File: src/rtl/decryption_scheduler.sv
// Front-end controller sharing one ciphertext stream between three decryption engines:
// latches the per-message engine select, holds the keys and muxes the chosen engine's plaintext back.
module decryption_scheduler #(
  parameter int                 D_WIDTH                = 8,
  parameter int                 KEY_WIDTH              = 8,
  parameter int                 MAX_NOF_CHARS          = 50,
  parameter logic [D_WIDTH-1:0] START_DECRYPTION_TOKEN = 8'hFA,
  parameter int                 TIMEOUT                = 4
) (
  input  logic                 clk,
  input  logic                 rst_n,
  input  logic [D_WIDTH-1:0]   data_i,
  input  logic                 valid_i,
  input  logic [1:0]           sel_i,
  input  logic                 cfg_we_i,
  input  logic [1:0]           cfg_addr_i,
  input  logic [KEY_WIDTH-1:0] cfg_data_i,
  output logic [D_WIDTH-1:0]   eng_data_o,
  output logic [2:0]           eng_valid_o,
  output logic [KEY_WIDTH-1:0] caesar_key_o,
  output logic [KEY_WIDTH-1:0] key_N_o,
  output logic [KEY_WIDTH-1:0] key_M_o,
  output logic [KEY_WIDTH-1:0] zigzag_key_o,
  input  logic [2:0]           eng_busy_i,
  input  logic [D_WIDTH-1:0]   eng_data0_i,
  input  logic [D_WIDTH-1:0]   eng_data1_i,
  input  logic [D_WIDTH-1:0]   eng_data2_i,
  input  logic [2:0]           eng_valid_i,
  output logic [D_WIDTH-1:0]   data_o,
  output logic                 valid_o,
  output logic                 busy_o,
  output logic                 err_o
);

  localparam int CNT_W = $clog2(MAX_NOF_CHARS + 1);
  localparam int TMR_W = (TIMEOUT > 1) ? $clog2(TIMEOUT) : 1;
  localparam logic [CNT_W-1:0] CNT_MAX  = CNT_W'(MAX_NOF_CHARS);
  localparam logic [CNT_W-1:0] CNT_ONE  = CNT_W'(32'd1);
  localparam logic [TMR_W-1:0] TMR_LAST = TMR_W'(TIMEOUT - 1);
  localparam logic [TMR_W-1:0] TMR_ONE  = TMR_W'(32'd1);

  typedef enum logic [2:0] {
    IDLE     = 3'd0,
    FORWARD  = 3'd1,
    WAIT_ENG = 3'd2,
    DRAIN    = 3'd3,
    FLUSH    = 3'd4
  } state_t;

  state_t             state_r, state_s;
  logic [1:0]         act_sel_r, act_sel_s;
  logic [CNT_W-1:0]   count_r, count_s;
  logic [TMR_W-1:0]   timer_r, timer_s;
  logic               fwd_s;
  logic [1:0]         fwd_sel_s;
  logic               fsm_err_s;
  logic               is_tok_s;
  logic [3:0]         busy_pad_s;
  logic [3:0]         valid_pad_s;
  logic               sel_busy_s;
  logic               ret_valid_s;
  logic [D_WIDTH-1:0] ret_data_s;
  logic               cfg_ok_s;
  logic               cfg_rej_s;
  logic               busy_next_s;

  assign is_tok_s    = (data_i == START_DECRYPTION_TOKEN);
  // Padding to four entries keeps the 2-bit select in range; select 3 never becomes active.
  assign busy_pad_s  = {1'b0, eng_busy_i};
  assign valid_pad_s = {1'b0, eng_valid_i};
  assign sel_busy_s  = busy_pad_s[act_sel_r];
  assign ret_valid_s = (state_r == DRAIN) && valid_pad_s[act_sel_r];
  assign cfg_ok_s    = cfg_we_i && (state_r == IDLE);
  assign cfg_rej_s   = cfg_we_i && (state_r != IDLE);
  assign busy_next_s = (state_s == WAIT_ENG) || (state_s == DRAIN) || (state_s == FLUSH);

  // Next-state, beat steering and FSM-side error detection
  always_comb begin
    state_s   = state_r;
    act_sel_s = act_sel_r;
    count_s   = count_r;
    timer_s   = timer_r;
    fwd_s     = 1'b0;
    fwd_sel_s = act_sel_r;
    fsm_err_s = 1'b0;
    case (state_r)
      IDLE: begin
        timer_s = '0;
        if (valid_i) begin
          if (sel_i == 2'd3) begin
            fsm_err_s = 1'b1;
            // A bad-select token already closes its own message, so nothing is left to flush.
            state_s   = is_tok_s ? IDLE : FLUSH;
          end else begin
            act_sel_s = sel_i;
            fwd_sel_s = sel_i;
            fwd_s     = 1'b1;
            state_s   = is_tok_s ? WAIT_ENG : FORWARD;
            count_s   = is_tok_s ? '0 : CNT_ONE;
          end
        end else begin
          state_s = IDLE;
        end
      end
      FORWARD: begin
        if (valid_i) begin
          if (is_tok_s) begin
            fwd_s   = 1'b1;
            state_s = WAIT_ENG;
          end else if (count_r == CNT_MAX) begin
            fsm_err_s = 1'b1;
          end else begin
            fwd_s   = 1'b1;
            count_s = count_r + CNT_ONE;
          end
        end else begin
          state_s = FORWARD;
        end
      end
      WAIT_ENG: begin
        fsm_err_s = valid_i;
        if (sel_busy_s) begin
          state_s = DRAIN;
        end else if (timer_r == TMR_LAST) begin
          fsm_err_s = 1'b1;
          state_s   = IDLE;
          count_s   = '0;
        end else begin
          timer_s = timer_r + TMR_ONE;
        end
      end
      DRAIN: begin
        fsm_err_s = valid_i;
        if (!sel_busy_s) begin
          state_s = IDLE;
          count_s = '0;
        end else begin
          state_s = DRAIN;
        end
      end
      FLUSH: begin
        if (valid_i && is_tok_s) begin
          state_s = IDLE;
        end else begin
          state_s = FLUSH;
        end
      end
      default: begin
        state_s = IDLE;
      end
    endcase
  end

  // Plaintext mux over the active engine
  always_comb begin
    case (act_sel_r)
      2'd0:    ret_data_s = eng_data0_i;
      2'd1:    ret_data_s = eng_data1_i;
      2'd2:    ret_data_s = eng_data2_i;
      default: ret_data_s = '0;
    endcase
  end

  // FSM registers and registered forward/return/status outputs
  always_ff @(posedge clk) begin
    if (rst_n) begin
      state_r     <= IDLE;
      act_sel_r   <= 2'd0;
      count_r     <= '0;
      timer_r     <= '0;
      eng_data_o  <= '0;
      eng_valid_o <= 3'b000;
      data_o      <= '0;
      valid_o     <= 1'b0;
      busy_o      <= 1'b0;
      err_o       <= 1'b0;
    end else begin
      state_r     <= state_s;
      act_sel_r   <= act_sel_s;
      count_r     <= count_s;
      timer_r     <= timer_s;
      eng_data_o  <= fwd_s ? data_i : '0;
      eng_valid_o <= fwd_s ? (3'b001 << fwd_sel_s) : 3'b000;
      data_o      <= ret_valid_s ? ret_data_s : '0;
      valid_o     <= ret_valid_s;
      busy_o      <= busy_next_s;
      err_o       <= fsm_err_s | cfg_rej_s;
    end
  end

  // Key registers, writable only between messages
  always_ff @(posedge clk) begin
    if (rst_n) begin
      caesar_key_o <= '0;
      key_N_o      <= '0;
      key_M_o      <= '0;
      zigzag_key_o <= '0;
    end else if (cfg_ok_s) begin
      case (cfg_addr_i)
        2'd0:    caesar_key_o <= cfg_data_i;
        2'd1:    key_N_o      <= cfg_data_i;
        2'd2:    key_M_o      <= cfg_data_i;
        2'd3:    zigzag_key_o <= cfg_data_i;
        default: caesar_key_o <= caesar_key_o;
      endcase
    end else begin
      caesar_key_o <= caesar_key_o;
    end
  end

endmodule

File: config.mk
export PLATFORM = sky130hd
export DESIGN_NAME = decryption_scheduler
export DESIGN_NICKNAME = d
export VERILOG_FILES = /design/src/rtl/decryption_scheduler.sv
export SDC_FILE = /design/constraint.sdc
export NUM_CORES = 1
export LEC_CHECK = 0
export BUFFER_PORTS_ARGS = -buffer_cell sky130_fd_sc_hd__buf_2
export CAP_MARGIN = 10
export CELL_PAD_IN_SITES_DETAIL_PLACEMENT = 1
export CELL_PAD_IN_SITES_GLOBAL_PLACEMENT = 1
export CORE_MARGIN = 2
export CORE_UTILIZATION = 38
export DETAILED_ROUTE_END_ITERATION = 8
export GPL_TIMING_DRIVEN = 0
export HOLD_SLACK_MARGIN = 0.02
export PLACE_DENSITY_LB_ADDON = 0.15
export SETUP_SLACK_MARGIN = 0.05
export SLEW_MARGIN = 20
export SYNTH_ARGS = -nofsm -noshare
export SYNTH_HDL_FRONTEND = slang
export SYNTH_SLANG_ARGS = --single-unit
File: constraint.sdc
create_clock -name clk -period 4.85 [get_ports clk]
set_clock_uncertainty 0.05 [all_clocks]
set_input_delay 0.2425 -clock clk [delete_from_list [all_inputs] [get_ports clk]]
set_output_delay 0.2425 -clock clk [all_outputs]
set_load 0.01 [all_outputs]
After elaboration in Yosys (flattened, before gate mapping)
Index checks and enable logic that the tools add are counted.

$add $sub $neg: 2. Order comparisons: 1. Eq/ne operators: 25. Shift operators: 1. Multiplexer cells: 46. Bitwise logic cells: 3. Reduce and logical (&&, ||, !) cells: 20.

Operators with widths (count): two-way mux 6 bit (8); two-way mux 3 bit (8); case mux 6 bit (4 select lines) (1); case mux 8 bit (3 select lines) (1); inequality test 2 bit, second input constant (9); two-way mux 1 bit (15); case mux 3 bit (5 select lines) (1); two-way mux 2 bit (7); equality test 3 x 2 -> 1 bit, second input constant (4); equality test 2 bit, second input constant (5); AND reduction 9 bit (1); equality test 8 bit, second input constant (1); AND reduction 2 bit (4); adder 6 x 1 -> 6 bit, second input constant (1); equality test 3 bit, second input constant (2); equality test 6 bit, second input constant (1); binary-select mux 1 bit (select 2 bit) (2); equality test 2 x 1 -> 1 bit, second input constant (2); logical AND 1 bit (4); logical NOT 2 bit (2); case mux 1 bit (4 select lines) (1); case mux 2 bit (2 select lines) (1); nonzero test 4 bit (1); OR reduction 2 bit (2); other kinds (12) (14).

Flip-flop bits (word level): 67. Input bits: 54. Word-level logic and storage cells: 112.

Longest topological paths before layout
Word-level depth: 8. Mapped depth: 7.

Worst setup path before layout
No wires, ideal clock.

Kind: register -> register. Start: register count_r[0]. End: register count_r[5]. Setup time: 70 ps. Arrival: 1707 ps. Slack: 3023 ps. Cell stages (with the launch flop): 8. Path buffers: 0. Cell sequence: dfxtp_1 -> inv_1 -> ha_1 -> and4b_1 -> a221oi_2 -> o221ai_2 -> or3_1 -> a21oi_1.

Word-level cells in the longest chain between the ends: 5.

Ends and longest elaborated chain: from (decl) (RTL line 52) `logic [CNT_W-1:0] count_r, count_s;`; from (signal assigned) (RTL line 180) `count_r <= count_s;`; adder 6 x 1 -> 6 bit (RTL line 114) `count_s = count_r + CNT_ONE;`; two-way mux 6 bit (RTL line 110) `end else if (count_r == CNT_MAX) begin`; two-way mux 6 bit (RTL line 107) `if (is_tok_s) begin`; two-way mux 6 bit (RTL line 106) `if (valid_i) begin`; case mux 6 bit (4 select lines) (RTL line 86) `case (state_r)`.

Several ways; a longest one is shown, not always the timed one. The select of a mux whose other input is x is not followed. A chain may end at the register's enable or synchronous reset.

Worst setup path after layout
Same ends and word-level chain as after synthesis.

==> metrics.md <==
| Metric | Value |
|---|---|
| DRT antenna net count | 0 |
| DRC Markers | 0 |
| Final GP Congestion | slightly above 0.8 |
| Critical Path Fanout Max | 8 |
| Final core occ | 51.1% |
| Crit Reg-Reg Endpoint | count_r[5] |
| Vias in the first global route | about 2600 |
| First-pass GRT wire length | 12.6 mm |
| Root Buffer | clkbuf_8 |
| Drt via density | 4.89 |
| Final Max Slew Viols | 0 |
| Least-Margin Pin Slew | 0.657 ns |
| CTS buffer count | 9 |
| Share of layout cells above drive strength 1 | 32.9% |
| Power Total | 1.21 mW |
| Status | finished clean |
| Syn Nets | 360 |
| Postcts setup bufs | 0 |
| Critical Path AT | ~2.3 ns |
| Tcrit/Tclk final | 42.6% |
| Die H | 90.9 um |
| DR vias | 2567 |
| Post-layout min period | 2.07 ns |
| Core area | 7290 um^2 |
| CTS tree | yes |
| Largest net degree at the start of global routing | 14 |
| Reg clk slew, reported paths | 0.08 ns |
| Num ports | 108 |
| Clk_lat worst skew | 0.33 ns |
| Yosys warns | 0 |
| Iter 0 DRT Violations | 52 |
| H-tree depth | 3 |
| Cts repair resizes | 0 |
| Synth Instances | 303 |
| Critical path class | reg2reg |
| Flop-to-flop setup slack | 2.78 ns |
| Drt pass-1 iters | 4 |
| Setup crit end | count_r[5] |
| Mapped cell area | 2870 um^2 |
| Die W | 90.9 um |
| TNS Setup | 0 ns |
| Max-cap violations | 0 |
| FF-to-FF path depth | 7 |
| DP Wirelength | between 5 and 6 mm |
| Total track usage | 18.7% |
| Clock Path Buffers | 2 |
| Fin nets | 478 |
| Sequential area share after synthesis | 46.8% |
| Rel. slew slack | between 50% and 60% |
| Ant diodes | 0 |
| Area grow syn2layout | 29.9% |
| Final count of hold timing violations | 0 |
| Initial antenna violation count | 0 |
| Initial Utilization | 39.3% |
| Peak VDD IR | about 170 uV |
| Final Setup Violations | 0 |
| Register bit total from synthesis | 67 |
| Element type at the critical path start | flip-flop |
| Wirelength, routed | roughly 7.6 mm |
| Distinct cells, synth | 45 |
| Setup crit end kind | flip-flop |
| Die area | 8260 um^2 |
| FF-to-FF Start | count_r[0] |
| TritonCTS Sinks | between 60 and 70 |
| Final worst setup slack | 2.78 ns |
| Mean Syn Cell Area | 9.46 um^2 |
| Drt wl/cell | 14.4 um |
| Port bufs | 107 |
| Fmax | 484 MHz |
| Timing startpoint of the critical path | count_r[0] |
| PD cells | 326 nW/um^2 |
| CTS hold repair buffers | 0 |
| Setup WS pre-CTS | 2.82 ns |
| GR Overflow Total | 0 |
| Hold Path Class | in2reg |
| RSZ-0062 raised after global routing | no |
| Critical Path RT | 5.06 ns |
| FP Rows | 31 |
| Leak | 1.82 nW |
-- where the power goes --
group / internal [mW] / leakage (nW) / switching (mW)
registers: 0.569 / 0.544 / 0.00986
clock network: 0.241 / 0.104 / 0.225
logic: 0.0747 / 1.18 / 0.0949
total: 0.884 / 1.82 / 0.329
-- layout by cell type (no fill, tap or decap), types with 2 or more instances in the layout --
cell / n
ha_1: 3
buf_2: 110
mux2i_1: 44
nand3_1: 5
nor3b_1: 4
and2_1: 17
o31ai_1: 2
clkbuf_8: 9
o21a_1: 2
or3_1: 4
nand2b_1: 6
clkinv_2: 2
nand2_1: 12
o211ai_1: 2
o21ai_0: 17
clkinv_4: 2
clkbuf_1: 8
or2_2: 2
buf_6: 2
dfxtp_1: 67
nor3_1: 7
a21oi_1: 12
inv_1: 5
inv_6: 2
or4b_4: 2
nor2_1: 52
nor2b_1: 3
-- state kept, by name (all words and copies together) (netlist names) --
signal        count
key_N_o           8
state_r           3
busy_o            1
eng_valid_o       3
key_M_o           8
err_o             1
act_sel_r         2
caesar_key_o      8
eng_data_o        8
count_r           6
timer_r           2
data_o            8
zigzag_key_o      8
valid_o           1
-- worst min-delay path by stage --
stage | from | endpoint | slack (ns) | cells past startpoint
global placement | data_i[2] | eng_data_o[2] | 0.41 | 2
CTS | data_i[2] | eng_data_o[2] | 0.05 | 2
global route | data_i[5] | eng_data_o[5] | 0.06 | 2
floorplan | rst_n | valid_o | 0.28 | 1
detailed placement | data_i[2] | eng_data_o[2] | 0.41 | 2
finish | data_i[2] | eng_data_o[2] | 0.06 | 2
-- routing by layer --
| metal | vias to the layer above | wire, um | GRT usage, % |
|---|---|---|---|
| met5 | - | 0 | 0 |
| met4 | 0 | 29 | 4.17 |
| met3 | 4 | 427 | 4.34 |
| met2 | 82 | 3690 | 33.6 |
| met1 | 1191 | 3410 | 22.8 |
| li1 | 1290 | - | - |
-- kinds of logic after synthesis --
group | after synthesis | share of synthesized area (%)
fa+ha+maj | 3 | 1.31
simple gates | 124 | 23.0
buf+inv | 19 | 3.18
flops | 67 | 46.8
mux | 44 | 15.4
compound gates | 46 | 10.4
-- layout make-up --
class / instances / area, um^2
repair buffers: 107 / 536
flip-flops and latches: 67 / 1340
well taps: 99 / 124
clock buffers: 9 / 124
inverters: 5 / 18.8
fillers: 915 / 3570
clock inverters: 7 / 75.1
multi-input cells: 217 / 1440
plain buffers: 14 / 72.6
-- metrics by stage --
stage / hold slack, ns / instance area (um^2) / std cells
after floorplan: 0.284 / 2870 / 303
after global placement: 0.406 / 3530 / 509
after detailed placement: 0.409 / 3530 / 509
after CTS: 0.0540 / 3730 / 525
after global routing: 0.0617 / 3730 / 525
final: 0.0641 / 3730 / 525
-- synth_stat cells, drive strengths merged --
cell type / instances / area share, %
a2111oi: 1 / 0.31
a211oi: 1 / 0.26
a21bo: 1 / 0.35
a21oi: 12 / 2.1
a221oi: 1 / 0.52
a22oi: 1 / 0.26
a2bb2oi: 1 / 0.31
and2: 17 / 3.7
and3: 1 / 0.22
and4b: 1 / 0.35
buf: 5 / 1.3
clkbuf: 9 / 1.2
dfxtp: 67 / 47
ha: 3 / 1.3
inv: 5 / 0.65
mux2i: 44 / 15
nand2: 12 / 1.6
nand2b: 6 / 1.3
nand3: 5 / 0.87
nand3b: 1 / 0.26
nand4: 1 / 0.22
nand4bb: 1 / 0.39
nor2: 53 / 7.0
nor2b: 3 / 0.65
nor3: 8 / 1.8
nor3b: 4 / 1.0
nor4: 1 / 0.22
nor4b: 1 / 0.83
o211ai: 2 / 0.52
o21a: 2 / 0.52
o21ai: 17 / 3.0
o221a: 1 / 0.39
o221ai: 2 / 0.83
o22ai: 1 / 0.22
o31ai: 2 / 0.52
o41ai: 1 / 0.31
or2: 2 / 0.44
or2b: 1 / 0.26
or3: 4 / 0.87
or4b: 2 / 0.96
-- critical path: stages (launching register included) --
cell and delay, ns:
dfxtp_1 0.41, inv_1 0.10, ha_1 0.22, and4b_1 0.22, a221oi_2 0.27, o221ai_2 0.21, or3_1 0.38, a21oi_1 0.13
Power figures use the tool's default switching activity.
